## src/rtl/gerador_aleatorio_pkg.sv

```systemverilog
// Shared constants and helpers for the gerador_aleatorio pseudo-random source.
// Holds the LFSR length, the feedback tap positions, the default seed and the
// zero-state substitution used on every seed-load path.
package gerador_aleatorio_pkg;

    localparam int LFSR_LEN = 32;

    // Feedback taps for x^32 + x^22 + x^2 + x + 1 (Fibonacci form).
    localparam int TAP_0 = 31;
    localparam int TAP_1 = 21;
    localparam int TAP_2 = 1;
    localparam int TAP_3 = 0;

    localparam logic [LFSR_LEN-1:0] DEFAULT_SEED = 32'h0000_0001;

    // An all-zero LFSR state never leaves zero, so it is replaced by the default seed.
    function automatic logic [LFSR_LEN-1:0] seed_guard(input logic [LFSR_LEN-1:0] s);
        logic [LFSR_LEN-1:0] r;
        if (s == {LFSR_LEN{1'b0}}) begin
            r = DEFAULT_SEED;
        end else begin
            r = s;
        end
        return r;
    endfunction

endpackage

```

## src/rtl/gerador_aleatorio_lfsr32_step.sv

```systemverilog
// One combinational step of the 32-bit Fibonacci LFSR: the feedback bit is the
// XOR of the four taps and enters at bit 0 while the state shifts left.
module lfsr32_step
    import gerador_aleatorio_pkg::*;
(
    input  logic [LFSR_LEN-1:0] state_i,
    output logic [LFSR_LEN-1:0] state_o
);

    logic fb_s;

    // Compute the feedback bit and the shifted state.
    always_comb begin
        fb_s    = state_i[TAP_0] ^ state_i[TAP_1] ^ state_i[TAP_2] ^ state_i[TAP_3];
        state_o = {state_i[LFSR_LEN-2:0], fb_s};
    end

endmodule

```

## src/rtl/gerador_aleatorio.sv

```systemverilog
// gerador_aleatorio: free-running pseudo-random source. A 32-bit maximal-length
// LFSR advances WIDTH steps per clock (unrolled through a chain of lfsr32_step
// instances) and the WIDTH freshly generated bits are registered onto data, so
// consecutive outputs never share bits. The first bit produced in a cycle ends
// up in data[WIDTH-1], the last in data[0].
// Optional build macro GERADOR_ALEATORIO_SEED_LOAD_EN adds the seed_load/seed
// inputs for reseeding at run time (data holds during a load cycle).
module gerador_aleatorio
    import gerador_aleatorio_pkg::*;
#(
    parameter int                  WIDTH = 3,
    parameter logic [LFSR_LEN-1:0] SEED  = 32'h0000_0001
) (
    input  logic                clk,
    input  logic                rst,
`ifdef GERADOR_ALEATORIO_SEED_LOAD_EN
    input  logic                seed_load,
    input  logic [LFSR_LEN-1:0] seed,
`endif
    output logic [WIDTH-1:0]    data
);

    generate
        if ((WIDTH < 1) || (WIDTH > LFSR_LEN)) begin : g_width_check
            $error("gerador_aleatorio: WIDTH must lie in 1..32");
        end
    endgenerate

    logic [LFSR_LEN-1:0] lfsr_q;
    logic [LFSR_LEN-1:0] lfsr_d;
    logic [WIDTH-1:0]    data_q;
    logic [WIDTH-1:0]    data_d;
    logic [LFSR_LEN-1:0] chain_s [0:WIDTH];
    logic [LFSR_LEN-1:0] adv_s;

    assign chain_s[0] = lfsr_q;

    genvar gi;
    generate
        for (gi = 0; gi < WIDTH; gi++) begin : g_step
            lfsr32_step u_step (
                .state_i (chain_s[gi]),
                .state_o (chain_s[gi+1])
            );
        end
    endgenerate

    // Next state: WIDTH steps ahead, or the default seed if the state is stuck at zero.
    always_comb begin
        adv_s = chain_s[WIDTH];
        if (lfsr_q == {LFSR_LEN{1'b0}}) begin
            adv_s = DEFAULT_SEED;
        end else begin
            adv_s = chain_s[WIDTH];
        end
    end

    // Select between normal generation and a run-time seed load.
    always_comb begin
        lfsr_d = adv_s;
        data_d = adv_s[WIDTH-1:0];
`ifdef GERADOR_ALEATORIO_SEED_LOAD_EN
        if (seed_load) begin
            lfsr_d = seed_guard(seed);
            data_d = data_q;
        end else begin
            lfsr_d = adv_s;
            data_d = adv_s[WIDTH-1:0];
        end
`endif
    end

    // State and output registers; synchronous reset restarts the sequence from SEED.
    always_ff @(posedge clk) begin
        if (rst) begin
            lfsr_q <= seed_guard(SEED);
            data_q <= {WIDTH{1'b0}};
        end else begin
            lfsr_q <= lfsr_d;
            data_q <= data_d;
        end
    end

    assign data = data_q;

endmodule

```

## config.mk

```make
export PLATFORM = sky130hd
export DESIGN_NAME = gerador_aleatorio
export DESIGN_NICKNAME = d
export VERILOG_FILES = /design/src/rtl/gerador_aleatorio_pkg.sv /design/src/rtl/gerador_aleatorio_lfsr32_step.sv /design/src/rtl/gerador_aleatorio.sv
export SDC_FILE = /design/constraint.sdc
export NUM_CORES = 1
export LEC_CHECK = 0
export ABC_AREA = 1
export CAP_MARGIN = 25
export CORE_UTILIZATION = 54
export CTS_BUF_LIST = sky130_fd_sc_hd__clkbuf_4 sky130_fd_sc_hd__clkbuf_8
export CTS_CLUSTER_SIZE = 20
export DETAILED_ROUTE_END_ITERATION = 10
export HOLD_SLACK_MARGIN = 0.1
export PLACE_DENSITY = 0.71
export SYNTH_ARGS = -nofsm -noshare
export SYNTH_HDL_FRONTEND = slang
export SYNTH_HIERARCHICAL = 1
export SYNTH_SLANG_ARGS = --single-unit
```

## constraint.sdc

```tcl
create_clock -name clk -period 3.45 [get_ports clk]
set_clock_uncertainty 0.15 [all_clocks]
set_input_delay 0.69 -clock clk [delete_from_list [all_inputs] [get_ports clk]]
set_output_delay 0.69 -clock clk [all_outputs]
set_load 0.03 [all_outputs]
```

; Word level (Yosys, flattened, before mapping)
; Cells that the tools add are included.
[totals]
regBits = 35
inputBits = 2
out_inout_bits = 3
wordCells = 15
[op_classes]
n_mux = 1
bitwise_logic = 9
n_reduce_logical = 2
[ops]
columns = cell, n
row1 = zero test 32 bit, 1
row2 = bitwise XOR 1 bit, 9
row3 = 2-to-1 mux 3 bit, 1
row4 = OR reduction 2 bit, 1

; Depth between registers and ports, before layout
[logic_depth]
ltp_word = 6
mapped_depth = 20
mapped_depth_nobuf = 17

; Hierarchy
; Netlist, hierarchy kept.
[modules_own_cells]
columns = mod, instances, cells_per_inst, area_each_um2, seq_area_each_um2
row1 = gerador_aleatorio, 1, 139, 1146.1, 660.6
row2 = lfsr32_step, 3, 47, 304.0, 0.0

; Worst setup path before layout
; No wires, ideal clock.
[synth_path]
kind = register to register
from = reg lfsr_q[1]
to = reg data_q[0], in the netlist data[0]
setup_time_ps = 128
arrival_time_ps = 1584
required_time_ps = 3172
slack_ps = 1588
path_stages_with_launch = 19
path_buffers = 3
period_less_slack_ps = 1862
cell_sequence = dfxtp_1 -> inv_1 -> nand2_1 -> nand2_1 -> nand2_1 -> nand2_1 -> buf_4 -> xnor2_1 -> nand2_1 -> nand2_1 -> buf_4 -> inv_1 -> nand2_1 -> nand2_1 -> nand2_1 -> nand2_1 -> buf_4 -> nor2_1 -> nor2_1
[synth_between]
elab_chain_cells = 5
elab_cells_between_ends = 7
cone_classes = mux: 1 / bitwise: 5 / reduce/logical: 1
[synth_rtl]
columns = item, line
row1 = from (decl), gerador_aleatorio.sv:29  ; logic [LFSR_LEN-1:0] lfsr_q;
row2 = from (signal assigned), gerador_aleatorio.sv:76  ; lfsr_q <= seed_guard(SEED);
row3 = from (signal assigned), gerador_aleatorio.sv:79  ; lfsr_q <= lfsr_d;
row4 = bitwise XOR 1 bit (2 in a row), gerador_aleatorio_lfsr32_step.sv:14  ; fb_s = state_i[TAP_0] ^ state_i[TAP_1] ^ state_i[TAP_2] ^ state_i[TAP_3];
row5 = net g_step[0].u_step.fb_s, gerador_aleatorio_lfsr32_step.sv:10  ; logic fb_s;
row6 = bitwise XOR 1 bit, gerador_aleatorio_lfsr32_step.sv:14
row7 = net g_step[1].u_step.fb_s, gerador_aleatorio_lfsr32_step.sv:10
row8 = bitwise XOR 1 bit, gerador_aleatorio_lfsr32_step.sv:14
row9 = net g_step[2].u_step.fb_s, gerador_aleatorio_lfsr32_step.sv:10
row10 = 2-to-1 mux 3 bit, gerador_aleatorio.sv:51  ; if (lfsr_q == {LFSR_LEN{1'b0}}) begin
row11 = to (signal assigned), gerador_aleatorio.sv:77  ; data_q <= {WIDTH{1'b0}};
row12 = to (signal assigned), gerador_aleatorio.sv:80  ; data_q <= data_d;
row13 = to (decl), gerador_aleatorio.sv:31  ; logic [WIDTH-1:0] data_q;
; The timed path passes the listed nets, and every way through them passes these cells.
; A chain may end at the register's enable or synchronous reset.

==> results.py <==
metrics = {
    "final_layout": {
        "multi_input_area_um2": 447,
        "fin_nets": 189,
        "ff_latch_area_um2": 661,
        "syn2layout_area_growth_pct": -27.1,
        "drive_above_1_share_pct": 7.98,
        "design_area_mm2": 0.00150,
        "num_antenna_cells": 0,
        "fill_cells": 364,
    },
    "cts": {
        "cts-buffers-inserted": 5,
        "cts_resized": 0,
        "clkTransAtPathRegs_ns": 0.07,
        "clock_latency_ns": 0.29,
        "htreeDepth": 2,
        "cts.sinks": 33,
        "postCtsSetupBuffers": 0,
        "cts_root_buf": "clkbuf_8",
        "cts_tree": "built",
        "clockBufferDepth": 2,
        "cts_hold_buf": 0,
    },
    "synth": {
        "synth_warnings": 6,
        "syn_area_mm2": 0.00206,
        "netlist_top_cells_area": "buf_4 (36%), dfxtp_1 (32%), inv_1 (8.0%)",
        "ys_seq_elements": 33,
        "yosysTopAreaCell": "buf_4",
        "syn_inst": 280,
        "syn_area_per_cell_um2": 7.35,
        "synth_cell_types": 13,
        "seq_area_frac_synth_pct": 32.1,
        "synthesis.nets": 282,
        "yosysTopAreaCellShare_pct": 35.7,
    },
    "timing": {
        "min_period_ns": 2.25,
        "hold_violations": 0,
        "worst_pin_slew_ns": 0.720,
        "worst_hold_slack_ns": 0.275,
        "slew_headroom_pct": 51.9,
        "finalSetupViolations": 0,
        "max_freq_mhz": 445,
        "final-max-slew-violation-count": 0,
        "timing.setup.tns_ns": 0,
        "min_period_over_period_pct": 65.2,
        "rsz0062_at_grt": "false",
        "fin_ws_ns": 1.20,
    },
    "floorplanning": {
        "initial_core_util_pct": 56.2,
        "die_h_um": 63.7,
        "pin_count": 5,
        "die-width_um": 63.7,
        "core_mm2": 0.00366,
        "rows": 22,
        "die_area_mm2": 0.00406,
    },
    "power_and_ir_drop": {
        "p_leak_nw": 0.664,
        "vdd_drop_max_mv": 0.489,
        "power_frac_comb_pct": 28.0,
        "p_int_w": 0.000788,
        "p_sw_w": 0.000380,
        "seq_power_share_pct": 39.6,
        "switching_share_pct": 32.5,
        "power_density_mw_per_mm2": 779,
        "p_clk_share_pct": 32.4,
    },
    "critical_path": {
        "cp.required_ns": 2.61,
        "timing.critical_path.from_type": "flip-flop",
        "cpPeakStageDelay_ns": 0.70,
        "critical_path_buf_inv_count": 1,
        "crit_slowest_cell": "clkdlybuf4s50_1",
        "cpLargestDelayFamily": "buffers and inverters",
        "crit_chain": "clkdlybuf4s50_1",
        "crit_type": "reg2out",
        "end_kind": "output port",
        "worstPathMaxFanout": 6,
        "worstPathArrival_ns": 1.41,
    },
    "grt": {
        "grt_max_degree": 34,
        "antenna_found_initial": 0,
        "grt_pass1_wl_um": 3620,
        "grt_overflow": 0,
        "grt_use_total_pct": 11.9,
        "grt_pass1_vias": 888,
    },
    "placement": {
        "placed_area_mm2": 0.00138,
        "portBuffers": 4,
        "gp_congestion": 0.760,
        "detailed_place_hpwl_um": 1320,
        "post-place-ws_ns": 1.47,
    },
    "status": {
        "violations": "design-rule violations",
        "outcome": "finished with violations",
    },
    "route": {
        "firstDrtPassIters": 7,
        "wl_per_cell_um": 8.81,
        "vias_per_cell": 4.16,
        "num_vias": 981,
        "drt_iter0_drc": 19,
        "drt-total-wl_um": 2080,
        "drc": 1,
        "final_antenna_net_count": 0,
    },
    "worst_hold_path": {
        "min_path_type": "reg2reg",
    },
    "job": {
        "cap_viol_max_count": 0,
    },
}
==> per-stage QoR <==
stage	util, %	power [W]	cells
after floorplan	-	0.000984	280
after global placement	37.7	0.000794	228
after detailed placement	37.7	0.000798	228
after CTS	41.0	0.00118	236
after global routing	41.0	0.00124	236
final	41.0	0.00117	236
==> routing by layer <==
| metal | track usage, % | share of wire, % | vias up |
|---|---|---|---|
| met2 | 17.4 | 44 | 6 |
| met4 | 6.82 | 2.1 | 0 |
| li1 | - | - | 538 |
| met3 | 5.89 | 3.8 | 6 |
| met5 | 0 | 0 | - |
| met1 | 13.9 | 50 | 431 |
==> cells by family after synthesis <==
kind of cell	count (synthesis)	share of synthesized area [%]
XOR/XNOR	3	1.28
buffers and inverters	149	46.2
flip-flops	33	32.1
AND/OR/NAND/NOR	95	20.4
==> path summary, 6_finish.rpt <==
kind / from / to / slack, ns / cells past startpoint
hold / removal: lfsr_q[4] / lfsr_q[7] / 0.28 / 2
setup reg to reg: lfsr_q[0] / data[0] / 1.45 / 15
hold reg to reg: lfsr_q[4] / lfsr_q[7] / 0.28 / 2
setup / recovery: lfsr_q[1] / data[1] / 1.20 / 1
==> cell type report <==
class / count / area share, %
multi-input combinational: 98 / 29.8
tap: 48 / 4.00
clock inverter: 2 / 2.50
sequential: 33 / 44.0
inverter: 44 / 11.0
timing repair buffer: 5 / 3.17
clock buffer: 6 / 5.50
==> synthesized netlist by cell type <==
cell and count:
clkbuf_1 3, buf_2 1, nor3_2 2, buf_4 98, nor2_1 25, nand2_1 35, buf_6 3, inv_1 44
xnor2_1 3, dfxtp_1 33, nor3_1 29, nor2_4 1, nor2_2 3
==> state kept, by name (all words and copies together), names as in the netlist <==
register / flops
lfsr_q: 32
data: 1
==> cell usage in the layout, fill, tap and decap left out, drive strengths merged <==
| cell type | n |
|---|---|
| nor3 | 31 |
| buf | 1 |
| clkdlybuf4s50 | 4 |
| nand2 | 35 |
| bufinv | 1 |
| inv | 44 |
| clkbuf | 6 |
| clkinvlp | 1 |
| dfxtp | 33 |
| nor2 | 29 |
| xnor2 | 3 |
==> power by group through the flow <==
stage | registers, W | logic (W) | clock network, W
final | 0.000462 | 0.000327 | 0.000379
after global routing | 0.000469 | 0.000366 | 0.000400
after CTS | 0.000462 | 0.000331 | 0.000385
after detailed placement | 0.000472 | 0.000326 | 0
after global placement | 0.000470 | 0.000324 | 0
after floorplan | 0.000468 | 0.000516 | 0
(Power assumes the default switching activity.)
